<file path="src/rtl/sirv_qspi_target_physical_if.sv">
// Pin, control and byte-stream bundle for the QSPI target physical layer.
// The slave modport is the target block; the master modport is whatever
// drives the pins and the handshakes (SPI master plus media layer).
interface sirv_qspi_target_physical_if;
    logic       io_port_sck;
    logic       io_port_cs;
    logic       io_port_dq_0_i;
    logic       io_port_dq_1_i;
    logic       io_port_dq_2_i;
    logic       io_port_dq_3_i;
    logic       io_port_dq_0_o;
    logic       io_port_dq_1_o;
    logic       io_port_dq_2_o;
    logic       io_port_dq_3_o;
    logic       io_port_dq_0_oe;
    logic       io_port_dq_1_oe;
    logic       io_port_dq_2_oe;
    logic       io_port_dq_3_oe;
    logic       io_ctrl_sck_pol;
    logic       io_ctrl_sck_pha;
    logic [1:0] io_ctrl_fmt_proto;
    logic       io_ctrl_fmt_endian;
    logic       io_ctrl_fmt_iodir;
    logic       io_tx_valid;
    logic       io_tx_ready;
    logic [7:0] io_tx_bits;
    logic       io_rx_valid;
    logic [7:0] io_rx_bits;
    logic       io_tx_underrun;
    logic       io_sel;

    modport slave (
        input  io_port_sck, io_port_cs,
        input  io_port_dq_0_i, io_port_dq_1_i, io_port_dq_2_i, io_port_dq_3_i,
        output io_port_dq_0_o, io_port_dq_1_o, io_port_dq_2_o, io_port_dq_3_o,
        output io_port_dq_0_oe, io_port_dq_1_oe, io_port_dq_2_oe, io_port_dq_3_oe,
        input  io_ctrl_sck_pol, io_ctrl_sck_pha, io_ctrl_fmt_proto,
        input  io_ctrl_fmt_endian, io_ctrl_fmt_iodir,
        input  io_tx_valid, io_tx_bits,
        output io_tx_ready,
        output io_rx_valid, io_rx_bits, io_tx_underrun, io_sel
    );

    modport master (
        output io_port_sck, io_port_cs,
        output io_port_dq_0_i, io_port_dq_1_i, io_port_dq_2_i, io_port_dq_3_i,
        input  io_port_dq_0_o, io_port_dq_1_o, io_port_dq_2_o, io_port_dq_3_o,
        input  io_port_dq_0_oe, io_port_dq_1_oe, io_port_dq_2_oe, io_port_dq_3_oe,
        output io_ctrl_sck_pol, io_ctrl_sck_pha, io_ctrl_fmt_proto,
        output io_ctrl_fmt_endian, io_ctrl_fmt_iodir,
        output io_tx_valid, io_tx_bits,
        input  io_tx_ready,
        input  io_rx_valid, io_rx_bits, io_tx_underrun, io_sel
    );
endinterface

</file>
<file path="src/rtl/sirv_qspi_target_physical.sv">
// QSPI target physical layer: oversamples SCK/CS/DQ in the system clock
// domain and shifts bytes in and out in single, dual or quad mode.
module sirv_qspi_target_physical (
    input  logic                              clock,
    input  logic                              reset,
    sirv_qspi_target_physical_if.slave        bus
);
    typedef enum logic [0:0] {ST_IDLE = 1'b0, ST_ACTIVE = 1'b1} state_e;

    function automatic logic [7:0] bit_rev(input logic [7:0] v);
        logic [7:0] r;
        for (int i = 0; i < 8; i++) r[i] = v[7 - i];
        return r;
    endfunction

    state_e     state_r, state_next_s;
    logic       sck_meta_r, sck_s_r, sck_d_r;
    logic       cs_meta_r, cs_s_r;
    logic [3:0] dq_meta_r, dq_s_r;
    logic [1:0] fill_r;
    logic       armed_r;
    logic       pol_r, pha_r, endian_r, iodir_r;
    logic [1:0] proto_r;
    logic [2:0] beat_r, last_beat_s;
    logic [7:0] rx_shift_r, rx_next_s, rx_bits_r;
    logic [7:0] tx_shift_r, tx_shifted_s, hold_r;
    logic       hold_full_r, rx_valid_r, underrun_r;
    logic       select_s, deselect_s, edge_s, rising_s, sample_s, shift_s;
    logic       last_s, load_s, load_endian_s, accept_s;
    logic [3:0] dq_o_s, dq_oe_s;

    // Two-flop synchronizers for all bus pins plus the SCK edge-detect copy.
    always_ff @(posedge clock) begin
        if (reset) begin
            sck_meta_r <= 1'b0;  sck_s_r <= 1'b0;  sck_d_r <= 1'b0;
            cs_meta_r  <= 1'b1;  cs_s_r  <= 1'b1;
            dq_meta_r  <= 4'h0;  dq_s_r  <= 4'h0;
        end else begin
            sck_meta_r <= bus.io_port_sck;  sck_s_r <= sck_meta_r;  sck_d_r <= sck_s_r;
            cs_meta_r  <= bus.io_port_cs;   cs_s_r  <= cs_meta_r;
            dq_meta_r  <= {bus.io_port_dq_3_i, bus.io_port_dq_2_i,
                           bus.io_port_dq_1_i, bus.io_port_dq_0_i};
            dq_s_r     <= dq_meta_r;
        end
    end

    // After reset, only a CS seen high through a full sync pipeline re-arms selection.
    always_ff @(posedge clock) begin
        if (reset) begin
            fill_r  <= 2'd0;
            armed_r <= 1'b0;
        end else begin
            if (fill_r != 2'd2) fill_r <= fill_r + 2'd1;
            if (fill_r == 2'd2 && cs_s_r) armed_r <= 1'b1;
        end
    end

    // Selection state register.
    always_ff @(posedge clock) begin
        if (reset) state_r <= ST_IDLE;
        else       state_r <= state_next_s;
    end

    // Next selection state from the synchronized chip select.
    always_comb begin
        state_next_s = state_r;
        case (state_r)
            ST_IDLE:   if (armed_r && !cs_s_r) state_next_s = ST_ACTIVE; else state_next_s = ST_IDLE;
            ST_ACTIVE: if (cs_s_r) state_next_s = ST_IDLE; else state_next_s = ST_ACTIVE;
            default:   state_next_s = ST_IDLE;
        endcase
    end

    // Per-mode beat count and shift/sample data paths.
    always_comb begin
        last_beat_s  = 3'd7;
        rx_next_s    = {rx_shift_r[6:0], dq_s_r[0]};
        tx_shifted_s = {tx_shift_r[6:0], 1'b0};
        case (proto_r)
            2'd1: begin
                last_beat_s  = 3'd3;
                rx_next_s    = {rx_shift_r[5:0], dq_s_r[1:0]};
                tx_shifted_s = {tx_shift_r[5:0], 2'b00};
            end
            2'd2: begin
                last_beat_s  = 3'd1;
                rx_next_s    = {rx_shift_r[3:0], dq_s_r};
                tx_shifted_s = {tx_shift_r[3:0], 4'b0000};
            end
            default: begin
                last_beat_s  = 3'd7;
                rx_next_s    = {rx_shift_r[6:0], dq_s_r[0]};
                tx_shifted_s = {tx_shift_r[6:0], 1'b0};
            end
        endcase
    end

    // Event decode: selection changes, SCK edge class, byte boundary loads.
    assign select_s      = (state_r == ST_IDLE) && (state_next_s == ST_ACTIVE);
    assign deselect_s    = (state_r == ST_ACTIVE) && (state_next_s == ST_IDLE);
    assign edge_s        = (state_r == ST_ACTIVE) && !cs_s_r && (sck_s_r != sck_d_r);
    assign rising_s      = sck_s_r & ~sck_d_r;
    assign sample_s      = edge_s && (rising_s == !(pol_r ^ pha_r));
    assign shift_s       = edge_s && !sample_s;
    assign last_s        = sample_s && (beat_r == last_beat_s);
    assign load_s        = select_s || last_s;
    assign load_endian_s = select_s ? bus.io_ctrl_fmt_endian : endian_r;
    assign accept_s      = bus.io_tx_valid && !hold_full_r;

    // Transfer format is frozen for the whole selection.
    always_ff @(posedge clock) begin
        if (reset) begin
            pol_r <= 1'b0;  pha_r <= 1'b0;  proto_r <= 2'd0;
            endian_r <= 1'b0;  iodir_r <= 1'b0;
        end else if (select_s) begin
            pol_r    <= bus.io_ctrl_sck_pol;
            pha_r    <= bus.io_ctrl_sck_pha;
            proto_r  <= bus.io_ctrl_fmt_proto;
            endian_r <= bus.io_ctrl_fmt_endian;
            iodir_r  <= bus.io_ctrl_fmt_iodir;
        end
    end

    // Beat counter, receive shift register and received-byte strobe.
    always_ff @(posedge clock) begin
        if (reset) begin
            beat_r     <= 3'd0;
            rx_shift_r <= 8'h00;
            rx_valid_r <= 1'b0;
            rx_bits_r  <= 8'h00;
        end else begin
            rx_valid_r <= last_s;
            if (select_s || deselect_s || last_s) beat_r <= 3'd0;
            else if (sample_s)                    beat_r <= beat_r + 3'd1;
            if (sample_s) rx_shift_r <= rx_next_s;
            if (last_s)   rx_bits_r  <= endian_r ? bit_rev(rx_next_s) : rx_next_s;
        end
    end

    // Transmit shift register, holding register and underrun strobe.
    always_ff @(posedge clock) begin
        if (reset) begin
            tx_shift_r  <= 8'hFF;
            hold_r      <= 8'h00;
            hold_full_r <= 1'b0;
            underrun_r  <= 1'b0;
        end else begin
            underrun_r <= load_s && !hold_full_r;
            if (load_s)
                tx_shift_r <= hold_full_r ? (load_endian_s ? bit_rev(hold_r) : hold_r) : 8'hFF;
            else if (shift_s && beat_r != 3'd0)
                tx_shift_r <= tx_shifted_s;
            // An accept can only happen while empty, so it always wins over a load.
            if (accept_s) begin
                hold_r      <= bus.io_tx_bits;
                hold_full_r <= 1'b1;
            end else if (load_s) begin
                hold_full_r <= 1'b0;
            end
        end
    end

    // Pin drivers: top bits of the shift register, enabled only while selected.
    always_comb begin
        dq_o_s  = 4'b0000;
        dq_oe_s = 4'b0000;
        if (state_r == ST_ACTIVE) begin
            case (proto_r)
                2'd1: begin
                    dq_o_s  = {2'b00, tx_shift_r[7:6]};
                    dq_oe_s = {2'b00, iodir_r, iodir_r};
                end
                2'd2: begin
                    dq_o_s  = tx_shift_r[7:4];
                    dq_oe_s = {iodir_r, iodir_r, iodir_r, iodir_r};
                end
                default: begin
                    dq_o_s  = {2'b00, tx_shift_r[7], 1'b0};
                    dq_oe_s = 4'b0010;
                end
            endcase
        end else begin
            dq_o_s  = 4'b0000;
            dq_oe_s = 4'b0000;
        end
    end

    assign bus.io_port_dq_0_o  = dq_o_s[0];
    assign bus.io_port_dq_1_o  = dq_o_s[1];
    assign bus.io_port_dq_2_o  = dq_o_s[2];
    assign bus.io_port_dq_3_o  = dq_o_s[3];
    assign bus.io_port_dq_0_oe = dq_oe_s[0];
    assign bus.io_port_dq_1_oe = dq_oe_s[1];
    assign bus.io_port_dq_2_oe = dq_oe_s[2];
    assign bus.io_port_dq_3_oe = dq_oe_s[3];
    assign bus.io_tx_ready     = ~hold_full_r;
    assign bus.io_rx_valid     = rx_valid_r;
    assign bus.io_rx_bits      = rx_bits_r;
    assign bus.io_tx_underrun  = underrun_r;
    assign bus.io_sel          = (state_r == ST_ACTIVE);
endmodule

</file>
<file path="src/flat_wrapper.sv">
// flat-port wrapper written by rule: the top's interface ports become plain ports
module sirv_qspi_target_physical_flat 
  (clock, reset, bus_io_port_sck, bus_io_port_cs, bus_io_port_dq_0_i, bus_io_port_dq_1_i, bus_io_port_dq_2_i, bus_io_port_dq_3_i, bus_io_port_dq_0_o, bus_io_port_dq_1_o, bus_io_port_dq_2_o, bus_io_port_dq_3_o, bus_io_port_dq_0_oe, bus_io_port_dq_1_oe, bus_io_port_dq_2_oe, bus_io_port_dq_3_oe, bus_io_ctrl_sck_pol, bus_io_ctrl_sck_pha, bus_io_ctrl_fmt_proto, bus_io_ctrl_fmt_endian, bus_io_ctrl_fmt_iodir, bus_io_tx_valid, bus_io_tx_bits, bus_io_tx_ready, bus_io_rx_valid, bus_io_rx_bits, bus_io_tx_underrun, bus_io_sel);
  sirv_qspi_target_physical_if bus_i ();
  input  logic clock;
  input  logic reset;
  input wire logic [$bits(bus_i.io_port_sck)-1:0] bus_io_port_sck;
  input wire logic [$bits(bus_i.io_port_cs)-1:0] bus_io_port_cs;
  input wire logic [$bits(bus_i.io_port_dq_0_i)-1:0] bus_io_port_dq_0_i;
  input wire logic [$bits(bus_i.io_port_dq_1_i)-1:0] bus_io_port_dq_1_i;
  input wire logic [$bits(bus_i.io_port_dq_2_i)-1:0] bus_io_port_dq_2_i;
  input wire logic [$bits(bus_i.io_port_dq_3_i)-1:0] bus_io_port_dq_3_i;
  output wire logic [$bits(bus_i.io_port_dq_0_o)-1:0] bus_io_port_dq_0_o;
  output wire logic [$bits(bus_i.io_port_dq_1_o)-1:0] bus_io_port_dq_1_o;
  output wire logic [$bits(bus_i.io_port_dq_2_o)-1:0] bus_io_port_dq_2_o;
  output wire logic [$bits(bus_i.io_port_dq_3_o)-1:0] bus_io_port_dq_3_o;
  output wire logic [$bits(bus_i.io_port_dq_0_oe)-1:0] bus_io_port_dq_0_oe;
  output wire logic [$bits(bus_i.io_port_dq_1_oe)-1:0] bus_io_port_dq_1_oe;
  output wire logic [$bits(bus_i.io_port_dq_2_oe)-1:0] bus_io_port_dq_2_oe;
  output wire logic [$bits(bus_i.io_port_dq_3_oe)-1:0] bus_io_port_dq_3_oe;
  input wire logic [$bits(bus_i.io_ctrl_sck_pol)-1:0] bus_io_ctrl_sck_pol;
  input wire logic [$bits(bus_i.io_ctrl_sck_pha)-1:0] bus_io_ctrl_sck_pha;
  input wire logic [$bits(bus_i.io_ctrl_fmt_proto)-1:0] bus_io_ctrl_fmt_proto;
  input wire logic [$bits(bus_i.io_ctrl_fmt_endian)-1:0] bus_io_ctrl_fmt_endian;
  input wire logic [$bits(bus_i.io_ctrl_fmt_iodir)-1:0] bus_io_ctrl_fmt_iodir;
  input wire logic [$bits(bus_i.io_tx_valid)-1:0] bus_io_tx_valid;
  input wire logic [$bits(bus_i.io_tx_bits)-1:0] bus_io_tx_bits;
  output wire logic [$bits(bus_i.io_tx_ready)-1:0] bus_io_tx_ready;
  output wire logic [$bits(bus_i.io_rx_valid)-1:0] bus_io_rx_valid;
  output wire logic [$bits(bus_i.io_rx_bits)-1:0] bus_io_rx_bits;
  output wire logic [$bits(bus_i.io_tx_underrun)-1:0] bus_io_tx_underrun;
  output wire logic [$bits(bus_i.io_sel)-1:0] bus_io_sel;
  assign bus_i.io_port_sck = bus_io_port_sck;
  assign bus_i.io_port_cs = bus_io_port_cs;
  assign bus_i.io_port_dq_0_i = bus_io_port_dq_0_i;
  assign bus_i.io_port_dq_1_i = bus_io_port_dq_1_i;
  assign bus_i.io_port_dq_2_i = bus_io_port_dq_2_i;
  assign bus_i.io_port_dq_3_i = bus_io_port_dq_3_i;
  assign bus_io_port_dq_0_o = bus_i.io_port_dq_0_o;
  assign bus_io_port_dq_1_o = bus_i.io_port_dq_1_o;
  assign bus_io_port_dq_2_o = bus_i.io_port_dq_2_o;
  assign bus_io_port_dq_3_o = bus_i.io_port_dq_3_o;
  assign bus_io_port_dq_0_oe = bus_i.io_port_dq_0_oe;
  assign bus_io_port_dq_1_oe = bus_i.io_port_dq_1_oe;
  assign bus_io_port_dq_2_oe = bus_i.io_port_dq_2_oe;
  assign bus_io_port_dq_3_oe = bus_i.io_port_dq_3_oe;
  assign bus_i.io_ctrl_sck_pol = bus_io_ctrl_sck_pol;
  assign bus_i.io_ctrl_sck_pha = bus_io_ctrl_sck_pha;
  assign bus_i.io_ctrl_fmt_proto = bus_io_ctrl_fmt_proto;
  assign bus_i.io_ctrl_fmt_endian = bus_io_ctrl_fmt_endian;
  assign bus_i.io_ctrl_fmt_iodir = bus_io_ctrl_fmt_iodir;
  assign bus_i.io_tx_valid = bus_io_tx_valid;
  assign bus_i.io_tx_bits = bus_io_tx_bits;
  assign bus_io_tx_ready = bus_i.io_tx_ready;
  assign bus_io_rx_valid = bus_i.io_rx_valid;
  assign bus_io_rx_bits = bus_i.io_rx_bits;
  assign bus_io_tx_underrun = bus_i.io_tx_underrun;
  assign bus_io_sel = bus_i.io_sel;
  sirv_qspi_target_physical u_core (.clock(clock), .reset(reset), .bus(bus_i));
endmodule
</file>
<file path="config.mk">
export PLATFORM = sky130hd
export DESIGN_NAME = sirv_qspi_target_physical_flat
export DESIGN_NICKNAME = d
export VERILOG_FILES = /design/src/rtl/sirv_qspi_target_physical_if.sv /design/src/rtl/sirv_qspi_target_physical.sv /design/src/flat_wrapper.sv
export SDC_FILE = /design/constraint.sdc
export NUM_CORES = 1
export LEC_CHECK = 0
export CORE_ASPECT_RATIO = 1.25
export CORE_MARGIN = 8
export CORE_UTILIZATION = 43
export CTS_BUF_LIST = sky130_fd_sc_hd__clkbuf_4 sky130_fd_sc_hd__clkbuf_8 sky130_fd_sc_hd__clkbuf_16
export DETAILED_ROUTE_END_ITERATION = 8
export PLACE_DENSITY_LB_ADDON = 0.3
export SYNTH_ARGS = -nofsm -noshare
export SYNTH_HDL_FRONTEND = slang
export SYNTH_SLANG_ARGS = --single-unit
</file>
<file path="constraint.sdc">
create_clock -name clock -period 2.15 [get_ports clock]
set_input_delay 0.3225 -clock clock [delete_from_list [all_inputs] [get_ports clock]]
set_output_delay 0.3225 -clock clock [all_outputs]
set_load 0.1 [all_outputs]
</file>
# Word level (Yosys, flattened, before mapping)
# Cells that the tools add are included.
[word_totals]
regBits = 60
out_inout_bits = 20
word_cells = 79
[op_classes]
n_addsub = 2
n_eq_ne = 7
muxes = 18
n_bitwise = 6
reduce_logical = 23
[ops]
columns = ["operator", "n"]
rows = [
  ["2-to-1 mux 8 bit", 5],
  ["case mux 8 bit (2 select lines)", 2],
  ["case mux 4 bit (2 select lines)", 2],
  ["logical AND 1 bit", 12],
  ["2-to-1 mux 4 bit", 2],
  ["case mux 3 bit (2 select lines)", 1],
  ["2-to-1 mux 1 bit", 5],
  ["equality test 2 bit, second input constant", 2],
  ["zero test 1 bit", 4],
  ["inverter 1 bit", 4],
  ["nonzero test 2 bit", 2],
  ["adder 3 x 1 -> 3 bit, second input constant", 1],
  ["equality test 3 bit", 1],
  ["logical OR 1 bit", 3],
  ["nonzero test 3 bit", 1],
  ["adder 2 x 1 -> 2 bit, second input constant", 1],
  ["equality test 2 x 1 -> 1 bit, second input constant", 1],
  ["inequality test 2 bit, second input constant", 1],
  ["case mux 1 bit (2 select lines)", 1],
  ["OR reduction 2 bit", 1],
  ["AND 1 bit", 1],
  ["equality test 1 bit", 1],
  ["inequality test 1 bit", 1],
  ["XOR 1 bit", 1],
]

# Depth between registers and ports, before layout
[logic_depth]
word_depth = 9
ltp_mapped = 9
mapped_depth_nobuf = 7

# Worst setup path before layout
# No wires, ideal clock.
[synth_timing]
path_type = "flip-flop to output port"
start = "register u_core.state_r, in the netlist u_core.bus.io_sel"
end = "output port bus_io_port_dq_0_oe"
t_arrival_ps = 3477
required_ps = 1827
slack_ps = -1649
path_stages_with_launch = 3
path_buffers = 0
path_cell_list = "dfxtp_1 inv_1 nor3b_1"
[synth_between]
elab_chain_cells = 1
[synth_rtl]
columns = ["item", "line", "text"]
rows = [
  ["from (decl)", "sirv_qspi_target_physical.sv:16", "state_e state_r, state_next_s;"],
  ["from (signal assigned)", "sirv_qspi_target_physical.sv:61", "else state_r <= state_next_s;"],
  ["2-to-1 mux 4 bit", "sirv_qspi_target_physical.sv:167", "if (state_r == ST_ACTIVE) begin"],
  ["to (decl)", "flat_wrapper.sv:17", "output wire logic [$bits(bus_i.io_port_dq_0_oe)-1:0] bus_io_port_dq_0_oe;"],
]
# Every way passes these cells.

# Worst setup path in the final report
[layout_timing]
start = "register u_core.proto_r[0]"
end = "output port bus_io_port_dq_1_o"
[layout_between]
elab_chain_cells = 3
[layout_rtl]
columns = ["item", "line", "text"]
rows = [
  ["from (decl)", "sirv_qspi_target_physical.sv:23", "logic [1:0] proto_r;"],
  ["from (signal assigned)", "sirv_qspi_target_physical.sv:118", "proto_r <= bus.io_ctrl_fmt_proto;"],
  ["equality test 2 bit / equality test 2 x 1 -> 1 bit (equally long branches)", "sirv_qspi_target_physical.sv:168", "case (proto_r)"],
  ["case mux 4 bit (2 select lines) (*)", "sirv_qspi_target_physical.sv:168", ""],
  ["2-to-1 mux 4 bit (*)", "sirv_qspi_target_physical.sv:167", ""],
  ["to (decl)", "flat_wrapper.sv:14", "output wire logic [$bits(bus_i.io_port_dq_1_o)-1:0] bus_io_port_dq_1_o;"],
]
# Mark *: on every way between the ends. The rest lies on a longest branch, timed or not.

==> results.ini <==
[placed_design]
place_area_um2 = 3380
globalplace.congestion = 0.773
place.port_buffers = 42
place_hpwl_um = 4230

[route]
drt-total-wl_um = 5860
dr.pass1.iters = 4
drtAntennaViolNets = 0
via_count = 2289
drc = 0
initialDrtViolationCount = 130
post_drt_wl_per_cell_um = 13.0
vias_per_cell = 5.09

[logic_synthesis]
synth-main-ff-cell = dfxtp_1
syn_inst = 320
synth_seq_cells = 60
syn_avg_cell_area_um2 = 8.65
yosysTopAreaCell = dfxtp_1
synth_area_leaders = dfxtp_1, mux2i_1, nand2_1
synthArstFlopShare_pct = 0
ys_types = 42
synth_edf_count = 0
syn_area_um2 = 2770
ys_seq_area_share_pct = 43.4
synth_top_area_share_pct = 43.4
syn_nets = 350
ys_warn_count = 0

[floorplan]
die_h_um = 106
floorplan.rows = 32
die_area_um2 = 9280
io_pins = 43
die_width_um = 87.8
start_util_pct = 44.6
coreArea_um2 = 6210

[final_layout]
num-nets-final = 390
syn_to_final_growth_pct = 31.0
drive_gt1_share_pct = 18.6
final_cell_mix = dfxtp_1, nand2_1, nor2_1
antennaDiodeCount = 0
fin_area_um2 = 3630
layout_commonest_cell = dfxtp_1

[global_route]
grt_pass1_vias = 2140
grt_usage_pct = 13.8
antenna_found_initial = 0
grt_pass1_wl_um = 10100
gr-total-overflow = 0
grt_max_degree = 33

[min_path]
hp-start = reset
hold_path_end = u_core.pha_r
holdPathStages = 2
hp-class = input pin to flip-flop

[timing]
finalHoldViolCount = 0
fin_crit_ps = 2080
period_share_pct = 96.5
max_freq_mhz = 482
finalSetupViolations = 0
maxSlewHeadroom_pct = 60.8
slew_viol_final = 0
clock_skew_ps = 7.20
grt_setup_unrepaired = false
worst_slew_pin_slew_ps = 587

[cts]
cts_buffers = 9
post_cts_buffers = 0
h-tree-depth = 3
cts_num_sinks = 60
insertion_delay_ps = 340
cts_hold_buf = 0
path_clk_slew_ps = 70
cts-root-buf = clkbuf_8
clock_path_buffers = 2
cts_tree = done

[power_and_ir_drop]
intPower_uw = 1860
swShare_pct = 25.3
power_uw = 2490
power_frac_comb_pct = 11.3
leakagePower_uw = 0.00142
power_switching_uw = 629
power_density_nw_per_um2 = 686
power.share.clock_pct = 40.7
seqPwrFrac_pct = 48.1
ir_drop_v = 0.000387

[worst_setup_path]
required_ps = 1830
reg2reg_to = u_core.tx_shift_r[6]
reg2reg_depth = 8
path_class = flip-flop to primary output
r2r-start = u_core.bus.io_sel
crit_arrival_ps = 1750
path_cells = inv_1 > ha_4 > buf_12 > nand3b_1 > a21oi_4 > buf_12
cpMostUsedCell = buf_12
critPathMaxStageDelay_ps = 370
cp-end-kind = primary output
cp-start-kind = flip-flop
r2r_slack_ps = 110
critical_path_peak_fanout = 32
worst_path_max_delay_cell = dfxtp_4

[status]
status = finished, final reports clean

[run]
drv_cap = 0

[power groups by stage]
stage | sequential (uW) | combinational (uW) | clock (uW)
4_1_cts | 1200 | 282 | 1040
5_1_grt | 1200 | 310 | 1100
3_3_place_gp | 1220 | 271 | 0
3_5_place_dp | 1220 | 277 | 0
2_1_floorplan | 1220 | 194 | 0
6_report | 1200 | 280 | 1010
[logic make-up (layout without fill, tap and decap cells)]
kind of cell	Yosys count	count (layout)	synth area share (%)
flops	60	60	43.4
buf+inv	32	77	5.38
mux	20	20	7.23
xor+xnor	5	5	2.08
compound gates	76	76	17.8
simple gates	120	120	20.9
fa+ha+maj	7	7	3.16
[layer usage]
metal / GRT usage, % / up-vias / wire [um]
met3: 3.96 / 10 / 265
li1: - / 1188 / -
met5: 0 / - / 0
met1: 16.0 / 1049 / 2570
met2: 21.8 / 42 / 2900
met4: 7.89 / 0 / 126
[synth_stat cells, types with 6 or more instances]
library cell / number
a211oi_1: 8
a21oi_1: 27
a22oi_1: 9
buf_2: 7
clkbuf_1: 12
dfxtp_1: 60
ha_1: 7
inv_1: 8
mux2i_1: 20
nand2_1: 46
nand3_1: 6
nor2_1: 30
nor2b_1: 16
nor3_1: 7
o21ai_0: 12
[how the worst max path moves through the flow]
stage                                  from              endpoint  cells after the start
final                     u_core.proto_r[0]    bus_io_port_dq_1_o                      6
after global routing      u_core.proto_r[0]    bus_io_port_dq_1_o                      6
after CTS                 u_core.proto_r[1]    bus_io_port_dq_0_o                      5
after detailed placement  u_core.bus.io_sel  u_core.tx_shift_r[6]                      8
after global placement    u_core.bus.io_sel  u_core.tx_shift_r[6]                      8
after floorplan           u_core.bus.io_sel  u_core.tx_shift_r[0]                      8
[stage by stage]
stage          TNS [ps]  util (%)  instances  hold WS (ps)  setup WS [ps]
3_5_place_dp          0      54.5        434           399            128
2_1_floorplan      -160         -        320           389          -54.4
4_1_cts               0      58.1        450           396           11.2
6_report              0      58.4        450           408           75.0
3_3_place_gp          0      54.5        434           396            126
5_1_grt               0      58.4        450           423           9.16
[cell type report]
| cell class | instances | area [um^2] |
|---|---|---|
| Clock buffer | 10 | 138 |
| Clock inverter | 6 | 62.6 |
| Fill cell | 541 | 2580 |
| Inverter | 8 | 33.8 |
| Multi-Input combinational cell | 228 | 1500 |
| Sequential cell | 60 | 1210 |
| Tap cell | 85 | 106 |
| Timing Repair Buffer | 53 | 577 |
[registers in the layout, indices dropped and copies added (netlist names), 2 cells and up]
signal and cells:
u_core.dq_meta_r 4, u_core.bus.io_rx_bits 8, u_core.tx_shift_r 8, u_core.fill_r 2, u_core.rx_shift_r 7, u_core.beat_r 3, u_core.dq_s_r 4, u_core.proto_r 2
u_core.hold_r 8
[worst max-delay path: cells and delay by family (launching register included)]
family	cells	cell delay (ps)
buf+inv	3	420
flops	1	370
compound gates	1	160
fa+ha+maj	1	260
simple gates	1	210
[timing repair]
action,CTS,global route
pin swaps,0,1
endpoints found under the setup margin,4,4
resized for setup,5,6
(Power assumes the default switching activity.)
